### src/rtl/store_commit_buffer_pkg.sv
// Shared types, funct3 codes and helpers
// for the committed-store buffer.
package store_commit_buffer_pkg;

   localparam int SCB_DEPTH = 4;

   localparam logic [2:0] F3_SB  = 3'b000;
   localparam logic [2:0] F3_SH  = 3'b001;
   localparam logic [2:0] F3_SW  = 3'b010;
   localparam logic [2:0] F3_LB  = 3'b000;
   localparam logic [2:0] F3_LH  = 3'b001;
   localparam logic [2:0] F3_LW  = 3'b010;
   localparam logic [2:0] F3_LBU = 3'b100;
   localparam logic [2:0] F3_LHU = 3'b101;

   function automatic logic st_f3_ok(input logic [2:0] f3);
      return (f3 == F3_SB) || (f3 == F3_SH)
          || (f3 == F3_SW);
   endfunction

   function automatic logic ld_f3_ok(input logic [2:0] f3);
      return (f3 == F3_LB) || (f3 == F3_LH)
          || (f3 == F3_LW) || (f3 == F3_LBU)
          || (f3 == F3_LHU);
   endfunction

   // Access size in bytes; unknown codes map to 4.
   function automatic logic [2:0] f3_size(input logic [2:0] f3);
      logic [2:0] sz;
      case (f3)
         F3_SB, F3_LBU: sz = 3'd1;
         F3_SH, F3_LHU: sz = 3'd2;
         default:       sz = 3'd4;
      endcase
      return sz;
   endfunction

   function automatic logic [31:0] ld_extend(
      input logic [31:0] raw,
      input logic [2:0]  f3
   );
      logic [31:0] v;
      unique case (1'b1)
         (f3 == F3_LB):  v = {{24{raw[7]}}, raw[7:0]};
         (f3 == F3_LBU): v = {24'd0, raw[7:0]};
         (f3 == F3_LH):  v = {{16{raw[15]}}, raw[15:0]};
         (f3 == F3_LHU): v = {16'd0, raw[15:0]};
         default:        v = raw;
      endcase
      return v;
   endfunction

endpackage

### src/rtl/store_commit_buffer_fwd_match.sv
// Compares one buffered store against a load
// probe: overlap, full cover, gathered bytes.
module sb_fwd_match
   import store_commit_buffer_pkg::*;
(
   input  logic [31:0] st_addr_i,
   input  logic [31:0] st_data_i,
   input  logic [2:0]  st_f3_i,
   input  logic [31:0] ld_addr_i,
   input  logic [2:0]  ld_f3_i,
   output logic        overlap_o,
   output logic        cover_o,
   output logic [31:0] bytes_o
);

   logic [2:0]  st_sz;
   logic [2:0]  ld_sz;
   logic [31:0] off;

   assign st_sz = f3_size(st_f3_i);
   assign ld_sz = f3_size(ld_f3_i);

   // Per load byte: modular offset into the store.
   always_comb begin
      overlap_o = 1'b0;
      cover_o   = 1'b1;
      bytes_o   = '0;
      off       = '0;
      for (int k = 0; k < 4; k++) begin
         if (k < int'(ld_sz)) begin
            off = ld_addr_i + 32'(k) - st_addr_i;
            if (off < {29'd0, st_sz}) begin
               overlap_o = 1'b1;
               bytes_o[8*k +: 8] =
                  st_data_i[{off[1:0], 3'b000} +: 8];
            end else begin
               cover_o = 1'b0;
            end
         end
      end
   end

endmodule

### src/rtl/store_commit_buffer.sv
// Committed-store FIFO draining to data memory
// with store-to-load forwarding.
module store_commit_buffer
   import store_commit_buffer_pkg::*;
#(
   parameter int DEPTH = SCB_DEPTH
) (
   input  logic        clk,
   input  logic        reset,
   input  logic        commit_valid,
   input  logic [31:0] commit_addr,
   input  logic [31:0] commit_data,
   input  logic [2:0]  commit_funct3,
   output logic        commit_ready,
   input  logic        mem_stall,
   output logic        ROB_MemWrite,
   output logic [31:0] ROB_memadress,
   output logic [2:0]  ROB_funct3,
   output logic [31:0] out_value,
   input  logic        ld_valid,
   input  logic [31:0] ld_addr,
   input  logic [2:0]  ld_funct3,
   output logic        fwd_hit,
   output logic [31:0] fwd_data,
   output logic        ld_stall,
   output logic        sb_empty,
   output logic        funct3_err
);

   localparam int PW = $clog2(DEPTH);
   localparam int CW = PW + 1;

   logic [PW-1:0] head_q, head_d;
   logic [PW-1:0] tail_q, tail_d;
   logic [CW-1:0] count_q, count_d;
   logic          err_q, err_d;

   logic [31:0] addr_q [DEPTH];
   logic [31:0] data_q [DEPTH];
   logic [2:0]  f3_q   [DEPTH];

   logic acc, f3_ok, push, pop;

   logic [DEPTH-1:0] ovl;
   logic [DEPTH-1:0] cov;
   logic [31:0]      byt [DEPTH];
   logic             any;
   logic [PW-1:0]    sel;
   logic [PW-1:0]    idx;
   logic             ld_ok;

   assign sb_empty     = (count_q == '0);
   assign commit_ready = reset
                      && (count_q != CW'(DEPTH));
   assign acc          = commit_valid && commit_ready;
   assign f3_ok        = st_f3_ok(commit_funct3);
   assign push         = acc && f3_ok;
   assign ROB_MemWrite = !sb_empty && !mem_stall;
   assign pop          = ROB_MemWrite;
   assign funct3_err   = err_q;

   assign ROB_memadress = sb_empty ? '0
                                   : addr_q[head_q];
   assign ROB_funct3    = sb_empty ? '0
                                   : f3_q[head_q];
   assign out_value     = sb_empty ? '0
                                   : data_q[head_q];

   // Pointer/count next state from push and pop.
   always_comb begin
      head_d  = head_q;
      tail_d  = tail_q;
      count_d = count_q;
      err_d   = acc && !f3_ok;
      if (push) tail_d = tail_q + PW'(1);
      if (pop)  head_d = head_q + PW'(1);
      if (push && !pop) count_d = count_q + CW'(1);
      if (pop && !push) count_d = count_q - CW'(1);
   end

   // Control state; reset drops pending stores.
   always_ff @(posedge clk or negedge reset) begin
      if (!reset) begin
         head_q  <= '0;
         tail_q  <= '0;
         count_q <= '0;
         err_q   <= 1'b0;
      end else begin
         head_q  <= head_d;
         tail_q  <= tail_d;
         count_q <= count_d;
         err_q   <= err_d;
      end
   end

   // Entry payload; validity comes from count.
   always_ff @(posedge clk) begin
      if (push) begin
         addr_q[tail_q] <= commit_addr;
         data_q[tail_q] <= commit_data;
         f3_q[tail_q]   <= commit_funct3;
      end
   end

   for (genvar e = 0; e < DEPTH; e++) begin : g_match
      sb_fwd_match u_match (
         .st_addr_i (addr_q[e]),
         .st_data_i (data_q[e]),
         .st_f3_i   (f3_q[e]),
         .ld_addr_i (ld_addr),
         .ld_f3_i   (ld_funct3),
         .overlap_o (ovl[e]),
         .cover_o   (cov[e]),
         .bytes_o   (byt[e])
      );
   end

   // Oldest to youngest; last overlap wins.
   always_comb begin
      any = 1'b0;
      sel = '0;
      idx = '0;
      for (int a = 0; a < DEPTH; a++) begin
         idx = head_q + PW'(a);
         if ((CW'(a) < count_q) && ovl[idx]) begin
            any = 1'b1;
            sel = idx;
         end
      end
   end

   assign ld_ok = ld_valid && ld_f3_ok(ld_funct3);

   // Hit on full cover, retry on partial.
   always_comb begin
      fwd_hit  = 1'b0;
      ld_stall = 1'b0;
      fwd_data = '0;
      if (ld_ok && any) begin
         if (cov[sel]) begin
            fwd_hit  = 1'b1;
            fwd_data = ld_extend(byt[sel], ld_funct3);
         end else begin
            ld_stall = 1'b1;
         end
      end
   end

endmodule

### config.mk
export PLATFORM = sky130hd
export DESIGN_NAME = store_commit_buffer
export DESIGN_NICKNAME = d
export VERILOG_FILES = /design/src/rtl/store_commit_buffer_pkg.sv /design/src/rtl/store_commit_buffer_fwd_match.sv /design/src/rtl/store_commit_buffer.sv
export SDC_FILE = /design/constraint.sdc
export NUM_CORES = 2
export LEC_CHECK = 0
export BUFFER_PORTS_ARGS = -buffer_cell sky130_fd_sc_hd__buf_4
export CAP_MARGIN = 0
export CORE_MARGIN = 2
export CORE_UTILIZATION = 28
export DETAILED_ROUTE_END_ITERATION = 10
export PLACE_DENSITY_LB_ADDON = 0.25
export SYNTH_ARGS = -nofsm -noshare
export SYNTH_HDL_FRONTEND = slang
export SYNTH_SLANG_ARGS = --single-unit
### constraint.sdc
create_clock -name clk -period 9.2 [get_ports clk]
set_input_delay 0.46 -clock clk [delete_from_list [all_inputs] [get_ports clk]]
set_output_delay 0.46 -clock clk [all_outputs]
set_load 0.005 [all_outputs]
### Yosys cells after proc, flatten, opt, wreduce, memory -nomap -nowiden

Memories as Yosys holds them, arrays and structs flattened.
Cells that the tools add are included.

| word-level totals | value |
|---|---|
| flip-flop bits (word level) | 8 |
| memory bits (writable) | 268 |
| input bits | 107 |
| memories kept | 3 |

Memories:

| memory | words | bits a word | read ports | clocked after Yosys merged registers in | write ports | line | RTL |
|---|---|---|---|---|---|---|---|
| addr_q | 4 | 32 | 5 | 0 | 1 | store_commit_buffer.sv:38 | `logic [31:0] addr_q [DEPTH];` |
| data_q | 4 | 32 | 5 | 0 | 1 | store_commit_buffer.sv:39 | `logic [31:0] data_q [DEPTH];` |
| f3_q | 4 | 3 | 5 | 0 | 1 | store_commit_buffer.sv:40 | `logic [2:0] f3_q [DEPTH];` |

| operators by class | value |
|---|---|
| add/subtract/negate cells | 25 |
| $lt $le $gt $ge | 30 |
| equal/unequal tests | 19 |
| shifts and indexed selects | 16 |
| mux-type cells | 132 |
| bitwise operators | 1 |
| reduce and logical (&&, ||, !) cells | 42 |

Operators by type and width:

| cell | count |
|---|---|
| $lt A32 B3 Y1 | 16 |
| $shiftx A32 B6 Y8 | 16 |
| $sub A32 B32 Y32 | 16 |
| $mux W8 | 32 |
| $mux W32 | 6 |
| $pmux W32 S4 | 1 |
| $mux W1 | 75 |
| $add A32 B2 Y32 const B | 2 |
| $bmux W32 S2 | 1 |
| $add A32 B1 Y32 const B | 1 |
| $eq A3 B3 Y1 const B | 10 |
| $pmux W3 S2 | 5 |
| $logic_not A3 Y1 | 7 |
| $reduce_or A2 Y1 | 10 |
| $eq A3 B1 Y1 const B | 6 |
| $lt A2 B3 Y1 const B | 5 |
| $logic_and A1 B1 Y1 | 13 |
| $lt A1 B3 Y1 const A | 4 |
| $lt A2 B3 Y1 const A | 4 |
| $bmux W1 S2 | 5 |
| $mux W3 | 3 |
| $mux W2 | 4 |
| $eq A3 B2 Y1 const B | 2 |
| $logic_or A1 B1 Y1 | 6 |
| other kinds (9) | 15 |

### Longest topological paths before layout

| logic depth | value |
|---|---|
| depth after elaboration | 26 |
| depth in mapped cells | 32 |

### By module

Synthesis repeated with hierarchy kept, for this count alone.

| unflattened totals | value |
|---|---|
| cell total of the unflattened synthesis | 4842 |
| area, all modules | 41796.3 sq um |

By module, submodules not included:

| module | instances | cells each | area an instance (sq um) |
|---|---|---|---|
| sb_fwd_match (g_match[0].u_match ...) | 2 | 1074 | 7604.8 |
| store_commit_buffer | 1 | 690 | 12253.0 |
| sb_fwd_match (g_match[3].u_match) | 1 | 1026 | 7369.6 |
| sb_fwd_match (g_match[2].u_match) | 1 | 978 | 6964.2 |

### Worst setup path after synthesis

OpenSTA, ideal clock, no wires.

| timing path | value |
|---|---|
| path kind | in2out |
| start | input port ld_addr[4] |
| end | output port fwd_data[20] |
| arrival | 7.185 ns |
| setup slack | 1.555 ns |
| cell stages on the path | 29 |
| cells stage by stage | clkbuf_1 > nand2_1 > nor2_1 > and3_1 > nand2_1 > nor2_1 > nand3_1 > xnor2_1 > ha_1 > clkbuf_1 > a21oi_1 > o21ai_0 > a22oi_1 > o211ai_2 > a2111oi_0 > nor3_1 > xnor2_1 > or4_1 > or4_1 > clkbuf_1 > a311oi_1 > o41ai_1 > o31a_1 > and3_1 > buf_2 > or4_1 > a41oi_1 > a211oi_4 > a2111oi_0 |

| between the ends | value |
|---|---|
| word-level cells in the longest chain between the ends | 24 |
| elaborated cells on any way between the ends | 149 |
| classes of those cells | 19 x add/sub; 16 x order compare; 108 x mux; 1 x bitwise; 5 x reduce/logical |

RTL lines:

| what | line | RTL |
|---|---|---|
| from (decl) | store_commit_buffer.sv:21 | `input logic [31:0] ld_addr,` |
| branches (longest 23 deep; another with $add A32 B1 Y32) | - |  |
| $mux W32 (*) | store_commit_buffer.sv:139 | `if (ld_ok && any) begin` |
| to (decl) | store_commit_buffer.sv:24 | `output logic [31:0] fwd_data,` |

Every way passes the cells marked *. The select of a mux whose other input is x is not followed.

### Final worst setup path

| timing path | value |
|---|---|
| start | input port ld_addr[1] |
| end | output port fwd_data[20] |

Same word-level chain as after synthesis.

==> impl_metrics.yaml <==
run_status:
  status: "finished clean"
setup_path:
  regToRegEndpoint: "data_q[2][0]"
  cp_data_required_time_ns: 8.74
  worst_setup_path_start_kind: "primary input"
  crit_arrival_ns: 8.67
  path_class: "primary input to output pin"
  crit_top_cell: "sky130_fd_sc_hd__buf_4"
  max_stage_delay_ns: 0.63
  timing.reg2reg.worst_path_depth: 6
  r2r_start: "count_q[0]"
  cp_endpoint_kind: "output pin"
  worst_path_max_delay_cell: "sky130_fd_sc_hd__fa_1"
  critical_path_peak_fanout: 16
  reg2reg_setup_slack_ns: 4.88
  critical_path.startpoint: "ld_addr[1]"
drt:
  drt_wl_total_mm: 332
  vias_per_std_cell: 6.48
  dr.pass1.iters: 7
  routedWlPerCell_um: 35.3
  drc_errors: 0
  antenna_violating_nets_post_route: 0
  vias: 60900
  detailedRoute.firstIterationViolations: 8178
placed_design:
  dpl.hpwl_mm: 268
  final_estimated_routing_congestion_in_global_placement: 1.09
  placedInstanceArea_um2: 58900
  port_buffers: 211
grt:
  grt_max_degree: 48
  number_of_antenna_violations_at_the_first_check_in_global_routing: 46
  grt_pass1_vias: 55600
  gr-total-overflow: 0
  grt_first_pass_wirelength_mm: 449
  groute.usage.overall: 0.339
yosys:
  synthesis.instances: 6475
  syn_area_per_cell_um2: 8.01
  synth_cell_types: 104
  synthDominantAreaCellType: "sky130_fd_sc_hd__edfxtp_1"
  post_synth_xor_area_fraction: 0.0546
  mappedNetlistNets: 7133
  synth_edf_count: 268
  yosys.area.top_type_share: 0.155
  flop_and_latch_count_out_of_synthesis: 276
  synth-async-reset-ratio: 0.0290
  total_standard_cell_area_after_synthesis_um2: 51900
  yosysWarningCount: 0
  synth-seq-area-share: 0.159
  synth_top_family_by_area: "compound AO/OA/AOI/OAI gates"
  synth-compound-area-share: 0.277
  yosys.area_share.simple: 0.224
  yosys-top-cells-area: "sky130_fd_sc_hd__edfxtp_1 (16%), sky130_fd_sc_hd__ha_1 (13%), sky130_fd_sc_hd__mux4_2 (8.8%), sky130_fd_sc_hd__a21oi_1 (5.8%), sky130_fd_sc_hd__nand2_1 (4.5%)"
  synth_top_flop_cell: "sky130_fd_sc_hd__edfxtp_1"
  synth.area.mux_share: 0.104
  synth-adder-area-share: 0.135
final_layout:
  most-common-layout-cells: "sky130_fd_sc_hd__buf_4 (682), sky130_fd_sc_hd__nand2_1 (619), sky130_fd_sc_hd__a21oi_1 (598)"
  drive_gt1_frac: 0.164
  fin_nets: 7524
  area.growth.synth_to_final_pct: 17.4
  layout_commonest_cell: "sky130_fd_sc_hd__buf_4"
  finalInstanceArea_um2: 60900
  final_core_utilization: 0.332
pwr:
  intPower_mw: 4.52
  p_leak_nw: 23.6
  power.switching_mw: 4.12
  vdd_drop_max_v: 0.000142
  power.share.clock: 0.182
  design_power_total_mw: 8.63
  proportion_of_total_power_due_to_net_switching: 0.477
  cellPowerDensity_nw_per_um2: 142
  pwr-share-seq: 0.184
  combPwrFrac: 0.634
timing:
  setup_total_negative_slack_ns: 0
  report.final.setup_viol: 0
  share_of_the_clock_period_used_by_the_worst_path_after_layout: 0.992
  timing_max_transition_violations_final: 0
  fmax_mhz: 110
  timing_hold_violations_final: 0
  final_clock_skew_ns: 0.0528
  relSlewSlack: 0.122
  setup_repair_after_global_routing_missed_its_margin: "false"
  tightest_slew_ns: 1.30
  min_tclk_post_route_ns: 9.13
clock_network:
  buffers_from_clock_root_to_sink_at_most: 3
  clk_pin_slew_ns: 0.06
  cts_tree: "done"
  root_buffer: "sky130_fd_sc_hd__clkbuf_16"
  clock_tree.htree_level_count: 2
  cts_inserted_buffers: 39
  cts.sinks: 276
  clk-insertion-delay-late_ns: 0.66
die:
  die_w_um: 434
  initial_core_util: 0.283
  io-pin-count: 212
  die_area_um2: 189000
  rows: 157
  die_h_um: 434
  core_area_um2: 183000
hold_path:
  worst_hold_path.endpoint: "addr_q[0][26]"
  hp-class: "primary input to register"
  worst_hold_stages: 1
  hold_start: "commit_addr[26]"
flow_run:
  maxCapViolCount: 0
[layer usage]
metal,up-vias,part of all wire,track usage
met4,42,0.084,0.245
met3,923,0.11,0.0900
met1,29900,0.40,0.437
li1,26100,-,-
met2,3890,0.41,0.485
met5,-,0.00089,0
[worst max-delay path, delay by kind of cell]
family | cells | cell delay, ns
AOI/OAI and AO/OA | 10 | 2.71
adders and majority gates | 3 | 1.40
xor gates and xnor gates | 1 | 0.21
buffers and inverters | 10 | 1.91
and+or+nand+nor | 7 | 1.92
[power by group through the flow]
stage	logic (mW)	registers [mW]	clock network (mW)
2_1_floorplan	2.95	1.51	0
3_3_place_gp	5.31	1.61	0
3_5_place_dp	5.26	1.61	0
4_1_cts	5.31	1.59	1.59
5_1_grt	5.73	1.60	1.63
6_report	5.47	1.59	1.57
[sequential cells by signal, indices dropped and copies added (netlist names)]
signal and flops:
tail_q 2, addr_q 128, head_q 2, count_q 3, f3_q 12, data_q 128, funct3_err 1
[how the worst max path moves through the flow]
stage | to | cells past startpoint
after floorplan | fwd_data[20] | 29
after global placement | fwd_data[22] | 32
after detailed placement | fwd_data[21] | 31
after CTS | fwd_data[17] | 30
after global routing | fwd_data[26] | 32
final | fwd_data[20] | 31
[timing repair]
action                                  CTS  global route
gates resized for setup                  22            51
endpoints found under the setup margin   33            33
hold buffers                              9             0
pin swaps                                 0             3
buffers inserted                          0             8
cloned                                    0             0
endpoints found under the hold margin    39             0
[synthesized netlist by cell type (all sizes together), types with 84 or more instances]
| library cell | number |
|---|---|
| a211oi | 95 |
| a21o | 157 |
| a21oi | 600 |
| a31oi | 84 |
| clkbuf | 301 |
| edfxtp | 268 |
| ha | 535 |
| inv | 273 |
| mux4 | 203 |
| nand2 | 619 |
| nand3 | 167 |
| nand4 | 205 |
| nor2 | 420 |
| nor2b | 120 |
| nor3 | 164 |
| nor4 | 100 |
| o211ai | 89 |
| o21a | 107 |
| o21ai | 404 |
| xnor2 | 192 |
| xor2 | 131 |
[layout make-up]
class                   instances  area (um^2)
diodes                         41          103
clock buffers                  40          980
clock inverters                32          292
fillers                     19500       123000
inverters                     273         1030
multi-input cells            5574        41700
flip-flops and latches        276         8260
well taps                    2464         3080
repair buffers                702         5430
[cell families after synthesis]
kind of cell    count (synthesis)
flops                         276
simple gates                 2270
buf+inv                       625
compound gates               2148
mux                           282
fa+ha+maj                     551
xor+xnor                      323
[stage by stage]
step	hold slack, ns	cells	setup WS (ns)
2_1_floorplan	0.164	6475	1.56
3_3_place_gp	0.341	9272	-0.879
3_5_place_dp	0.343	9272	-0.613
4_1_cts	0.00648	9353	0.0107
5_1_grt	0.0168	9376	0.00869
6_report	0.0211	9402	0.0749
(Power assumes the default switching activity.)
